File: src/rtl/term_seq_controller.sv
// Term sequencer control FSM: steps a multiply/accumulate datapath through
// N terms of MULT_STEPS multiply cycles followed by one accumulate cycle.
// Control strobes are Moore outputs, decoded from the next state and step
// count and held in registers so every strobe leaves a flop.
module term_seq_controller #(
    parameter int MULT_STEPS = 4,
    parameter int S_SPLIT    = 2,
    parameter int TERMS      = 8,
    parameter int TW         = $clog2(TERMS + 1),
    parameter int SW         = $clog2(MULT_STEPS + 1)
) (
    input  logic          clk,
    input  logic          rst,
    input  logic          start,
    input  logic          abort,
    input  logic [TW-1:0] nterms,
    output logic          busy,
    output logic          done,
    output logic          zx,
    output logic          zt,
    output logic          zr,
    output logic          ldx,
    output logic          initt,
    output logic          initr,
    output logic          ldt,
    output logic          ldr,
    output logic          s,
    output logic [TW-1:0] term_idx,
    output logic [SW-1:0] step_idx
);

    localparam logic [2:0] ST_IDLE  = 3'd0;
    localparam logic [2:0] ST_LOAD  = 3'd1;
    localparam logic [2:0] ST_BEGIN = 3'd2;
    localparam logic [2:0] ST_MULT  = 3'd3;
    localparam logic [2:0] ST_ADD   = 3'd4;
    localparam logic [2:0] ST_DONE  = 3'd5;

    localparam logic [TW-1:0] TERMS_W   = TW'(TERMS);
    localparam logic [TW-1:0] TERM_ONE  = TW'(1);
    localparam logic [SW-1:0] STEP_ONE  = SW'(1);
    localparam logic [SW-1:0] STEP_LAST = SW'(MULT_STEPS - 1);
    localparam logic [SW-1:0] SPLIT_W   = SW'(S_SPLIT);

    logic [2:0]    state_q, state_d;
    logic [TW-1:0] term_q, term_d;
    logic [SW-1:0] step_q, step_d;
    logic [TW-1:0] count_q, count_d;

    logic busy_q, busy_d;
    logic done_q, done_d;
    logic zx_q, zx_d;
    logic zt_q, zt_d;
    logic zr_q, zr_d;
    logic ldx_q, ldx_d;
    logic initt_q, initt_d;
    logic initr_q, initr_d;
    logic ldt_q, ldt_d;
    logic ldr_q, ldr_d;
    logic s_q, s_d;

    // Next-state and counter update; abort outranks every other transition outside IDLE.
    always_comb begin
        state_d = state_q;
        term_d  = term_q;
        step_d  = step_q;
        count_d = count_q;
        if ((state_q != ST_IDLE) && abort) begin
            state_d = ST_IDLE;
        end else begin
            case (state_q)
                ST_IDLE: begin
                    if (start) begin
                        state_d = ST_LOAD;
                    end else begin
                        state_d = ST_IDLE;
                    end
                end
                ST_LOAD: begin
                    if (start) begin
                        state_d = ST_LOAD;
                    end else begin
                        state_d = ST_BEGIN;
                    end
                end
                ST_BEGIN: begin
                    // Zero or oversized requests run the full term count.
                    if ((nterms == {TW{1'b0}}) || (nterms > TERMS_W)) begin
                        count_d = TERMS_W;
                    end else begin
                        count_d = nterms;
                    end
                    term_d  = {TW{1'b0}};
                    step_d  = {SW{1'b0}};
                    state_d = ST_MULT;
                end
                ST_MULT: begin
                    if (step_q == STEP_LAST) begin
                        step_d  = {SW{1'b0}};
                        state_d = ST_ADD;
                    end else begin
                        step_d  = step_q + STEP_ONE;
                        state_d = ST_MULT;
                    end
                end
                ST_ADD: begin
                    if (term_q == (count_q - TERM_ONE)) begin
                        state_d = ST_DONE;
                    end else begin
                        term_d  = term_q + TERM_ONE;
                        state_d = ST_MULT;
                    end
                end
                ST_DONE: begin
                    state_d = ST_IDLE;
                end
                default: begin
                    state_d = ST_IDLE;
                end
            endcase
        end
    end

    // Moore decode of the upcoming state so the registered strobes line up with it.
    always_comb begin
        busy_d  = 1'b0;
        done_d  = 1'b0;
        zx_d    = 1'b0;
        zt_d    = 1'b0;
        zr_d    = 1'b0;
        ldx_d   = 1'b0;
        initt_d = 1'b0;
        initr_d = 1'b0;
        ldt_d   = 1'b0;
        ldr_d   = 1'b0;
        s_d     = 1'b0;
        if (state_d != ST_IDLE) begin
            busy_d = 1'b1;
        end else begin
            busy_d = 1'b0;
        end
        case (state_d)
            ST_IDLE: begin
                zx_d = 1'b1;
                zt_d = 1'b1;
                zr_d = 1'b1;
            end
            ST_LOAD: begin
                ldx_d = 1'b1;
            end
            ST_BEGIN: begin
                initt_d = 1'b1;
                initr_d = 1'b1;
            end
            ST_MULT: begin
                ldt_d = 1'b1;
                if (step_d >= SPLIT_W) begin
                    s_d = 1'b1;
                end else begin
                    s_d = 1'b0;
                end
            end
            ST_ADD: begin
                ldr_d = 1'b1;
            end
            ST_DONE: begin
                done_d = 1'b1;
            end
            default: begin
                busy_d = 1'b0;
            end
        endcase
    end

    // State, counters and output strobes; reset lands in the IDLE decode.
    always_ff @(posedge clk) begin
        if (rst) begin
            state_q <= ST_IDLE;
            term_q  <= {TW{1'b0}};
            step_q  <= {SW{1'b0}};
            count_q <= TERMS_W;
            busy_q  <= 1'b0;
            done_q  <= 1'b0;
            zx_q    <= 1'b1;
            zt_q    <= 1'b1;
            zr_q    <= 1'b1;
            ldx_q   <= 1'b0;
            initt_q <= 1'b0;
            initr_q <= 1'b0;
            ldt_q   <= 1'b0;
            ldr_q   <= 1'b0;
            s_q     <= 1'b0;
        end else begin
            state_q <= state_d;
            term_q  <= term_d;
            step_q  <= step_d;
            count_q <= count_d;
            busy_q  <= busy_d;
            done_q  <= done_d;
            zx_q    <= zx_d;
            zt_q    <= zt_d;
            zr_q    <= zr_d;
            ldx_q   <= ldx_d;
            initt_q <= initt_d;
            initr_q <= initr_d;
            ldt_q   <= ldt_d;
            ldr_q   <= ldr_d;
            s_q     <= s_d;
        end
    end

    assign busy     = busy_q;
    assign done     = done_q;
    assign zx       = zx_q;
    assign zt       = zt_q;
    assign zr       = zr_q;
    assign ldx      = ldx_q;
    assign initt    = initt_q;
    assign initr    = initr_q;
    assign ldt      = ldt_q;
    assign ldr      = ldr_q;
    assign s        = s_q;
    assign term_idx = term_q;
    assign step_idx = step_q;

endmodule

File: config.mk
export PLATFORM = sky130hd
export DESIGN_NAME = term_seq_controller
export DESIGN_NICKNAME = d
export VERILOG_FILES = /design/src/rtl/term_seq_controller.sv
export SDC_FILE = /design/constraint.sdc
export NUM_CORES = 1
export LEC_CHECK = 0
export CELL_PAD_IN_SITES_DETAIL_PLACEMENT = 1
export CELL_PAD_IN_SITES_GLOBAL_PLACEMENT = 1
export CORE_ASPECT_RATIO = 1.2
export CORE_UTILIZATION = 32
export CTS_CLUSTER_SIZE = 16
export DETAILED_ROUTE_END_ITERATION = 16
export PLACE_DENSITY_LB_ADDON = 0.15
export SETUP_SLACK_MARGIN = 0.02
export SYNTH_ARGS = -nofsm -noshare
export SYNTH_HDL_FRONTEND = slang
export SYNTH_SLANG_ARGS = --single-unit
export TNS_END_PERCENT = 50
File: constraint.sdc
create_clock -name clk -period 1.9 [get_ports clk]
set_input_delay 0.38 -clock clk [delete_from_list [all_inputs] [get_ports clk]]
set_output_delay 0.38 -clock clk [all_outputs]
set_load 0.02 [all_outputs]
==> results.cfg <==
[status]
status = complete, no violations

[synthesis]
yosys.area_share.simple_pct = 29.46
async_flop_share_pct = 0
yosysSeqAreaShare_pct = 39.29
ys_warn_count = 0
synth_top_family_by_area = simple AND/OR/NAND/NOR gates
avgSynthCellArea_um2 = 8.558
syn-instance-count = 131
synthFlopType = dfxtp_1
ys_ff_latch = 22
synthXorXnorAreaFrac_pct = 5.915
ys_types = 36
synthAdderAreaFrac_pct = 3.348
synth_compound_area_share_pct = 14.29
synth_mux_area_share_pct = 1.786
synthesis.nets = 142
synth_edf_count = 0
synth_area_mm2 = 0.001121

[placement]
portBuffers = 25
dpl.hpwl_mm = 2.157
routabilityCongestion = 0.8456
place_ws_ns = -0.1075

[die]
start_util_pct = 33.58
die_h_um = 66.84
die_w_um = 56.03
core_mm2 = 0.003338
ios = 26
dieArea_mm2 = 0.003745
rows = 23

[detailed_routing]
ant_nets = 0
drt-initial-drc-count = 12
vias = 1054
route.detailed.wl_per_inst_um = 13.99
routed_wl_mm = 2.881
via_per_inst = 5.117
route.detailed.drc = 0
first_pass_iters = 4

[pwr]
switching_power_mw = 0.2464
peakVddDrop_uv = 394.4
p_int_mw = 0.8326
p_clk_share_pct = 41.0
power.density_mw_per_mm2 = 678.0
swShare_pct = 22.83
leakage_nw = 0.6113
power_frac_comb_pct = 14.0
p_seq_share_pct = 45.0

[global_route]
grt_pass1_vias = 1093
use_met2_pct = 32.89
grt_first_pass_wirelength_mm = 4.878
grt_max_degree = 15
use_met3_pct = 2.330
top_usage_layer = met2
antenna_found_initial = 0
met1_usage_pct = 18.47
overflow = 0
grt_util_all_layers_pct = 16.93

[critical_path]
cp.required_ns = 2.06
cp_max_fo = 6
critical_path_class = flop to flop
reg2reg_slack_ns = 0.06
rr_endpoint = initr$_SDFF_PP0_
arrival_ns = 2.00
r2r_cells = 7
r2r_start = count_q[0]$_SDFFE_PP0P_
start_kind = flop
end_kind = flop

[cts]
path_clk_slew_ns = 0.08
cts_max_path_buffers = 2
cts_hold_buf = 0
cts_setup_buffers = 0
insertion_delay_ns = 0.26
cts_tree = yes
numCtsBuffers = 3
root_buffer = clkbuf_8
cts_max_level = 1
cts_sinks = 22

[sta]
hold_viol = 0
max_freq_ghz = 0.5428
skew_ns = 0.003034
period_needed_ns = 1.842
setup_viol = 0
max_slew.worst_pin.slew_ns = 0.4310
fin_hold_ws_ns = 0.4965
slew_headroom_pct = 71.23
rsz0062_at_grt = yes
fin_crit_sh_pct = 96.97
slew_violations = 0
setup_slack_ns = 0.05762

[layout]
layout.nets = 181
drive_gt1_share_pct = 18.93
area_delta_synth_final_pct = 41.96
final_cell_mix = clkdlybuf4s50_1, dfxtp_1, nor2_1, buf_4, nand2_1
nFillCells = 402
mostFrequentLayoutCell = clkdlybuf4s50_1
num_antenna_cells = 0

[hold_path]
holdCritPathClass = flop to flop
hp-start = count_q[3]$_SDFFE_PP1P_
whs_path_depth = 1
hold_end = count_q[3]$_SDFFE_PP1P_

[job]
maxCapViolations = 0
## metrics by stage
| stage | cells | instance area, um2 | util [%] | setup TNS [ns] | total power, mW |
|---|---|---|---|---|---|
| 5_1_grt | 206 | 1592 | 47.68 | -0.1258 | 1.124 |
| 3_3_place_gp | 202 | 1498 | 44.87 | -0.3816 | 0.6418 |
| 6_report | 206 | 1592 | 47.68 | 0 | 1.079 |
| 3_5_place_dp | 202 | 1498 | 44.87 | -0.6610 | 0.6453 |
| 4_1_cts | 206 | 1572 | 47.08 | 0 | 1.092 |
| 2_1_floorplan | 131 | 1121 | - | 0 | 0.5731 |
## critical path, stage by stage, from the launching register on
cell      delay (ns)
dfxtp_2         0.34
inv_1           0.06
ha_4            0.26
xor2_1          0.13
nand3_1         0.14
or2_4           0.29
a31oi_4         0.26
and4bb_2        0.26
## layout make-up
cell class,instances,area (um2),share of cell area [%]
Multi-Input combinational cell,95,634.4,39.86
Sequential cell,22,442.9,27.83
Timing Repair Buffer,41,370.4,23.27
Tap cell,37,46.29,2.909
Clock buffer,3,41.29,2.594
Clock inverter,1,30.03,1.887
Inverter,7,26.28,1.651
## registers in the layout, summed over array words and instances, names as in the netlist
register,cells
initr,1
zr,1
term_idx,4
state_q,3
ldr,1
ldt,1
busy,1
s,1
step_idx,3
done,1
ldx,1
count_q,4
## layer usage
metal | part of all wire [%] | vias up
li1 | - | 530
met2 | 53 | 17
met3 | 2.3 | 4
met5 | 0 | -
met4 | 1.2 | 0
met1 | 43 | 503
## worst max path at each step
stage | from | end | slack, ns | cells past startpoint
5_1_grt | count_q[1]$_SDFFE_PP0P_ | initr$_SDFF_PP0_ | -0.05 | 7
6_report | count_q[0]$_SDFFE_PP0P_ | initr$_SDFF_PP0_ | 0.06 | 7
2_1_floorplan | count_q[0]$_SDFFE_PP0P_ | initr$_SDFF_PP0_ | 0.11 | 7
4_1_cts | count_q[1]$_SDFFE_PP0P_ | initr$_SDFF_PP0_ | 0.03 | 7
3_3_place_gp | abort | s$_SDFF_PP0_ | -0.06 | 6
3_5_place_dp | abort | s$_SDFF_PP0_ | -0.11 | 6
## cells in the mapped netlist (2+ instances only)
| master | instances | area (um2) |
|---|---|---|
| nand2_1 | 11 | 41.29 |
| buf_4 | 3 | 22.52 |
| xor2_1 | 2 | 17.52 |
| nand3_1 | 4 | 20.02 |
| buf_2 | 2 | 10.01 |
| a211o_1 | 2 | 17.52 |
| nor3b_1 | 5 | 37.54 |
| o21ai_0 | 4 | 20.02 |
| xnor2_1 | 3 | 26.28 |
| dfxtp_1 | 22 | 440.4 |
| mux2i_1 | 2 | 20.02 |
| nand3b_1 | 3 | 22.52 |
| ha_1 | 3 | 37.54 |
| nor3_1 | 6 | 30.03 |
| or3_1 | 2 | 12.51 |
| nor2_1 | 18 | 67.56 |
| o31ai_1 | 2 | 15.01 |
| clkbuf_1 | 2 | 7.510 |
| nand2b_1 | 2 | 12.51 |
| nand4_1 | 2 | 12.51 |
| a21oi_1 | 10 | 50.05 |
| inv_1 | 7 | 26.28 |
## power groups by stage
stage	combinational [mW]	sequential, mW	clock [mW]
floorplan	0.0747	0.498	0
global placement	0.146	0.495	0
detailed placement	0.149	0.496	0
CTS	0.151	0.486	0.455
global route	0.164	0.488	0.472
finish	0.151	0.486	0.442
## repair_timing
item,in CTS,in global routing
pin swaps,1,5
resized for setup,1,5
setup endpoints to repair,1,9
## cell families (layout without fill, tap and decap cells)
kind of cell	after synthesis	after routing
DFF	22	22
adders and majority gates	3	3
xor gates and xnor gates	6	6
and+or+nand+nor	61	61
muxes	2	2
buffers and inverters	14	52
AOI/OAI and AO/OA	23	23
Note: power is estimated with default switching activity, not from simulation.
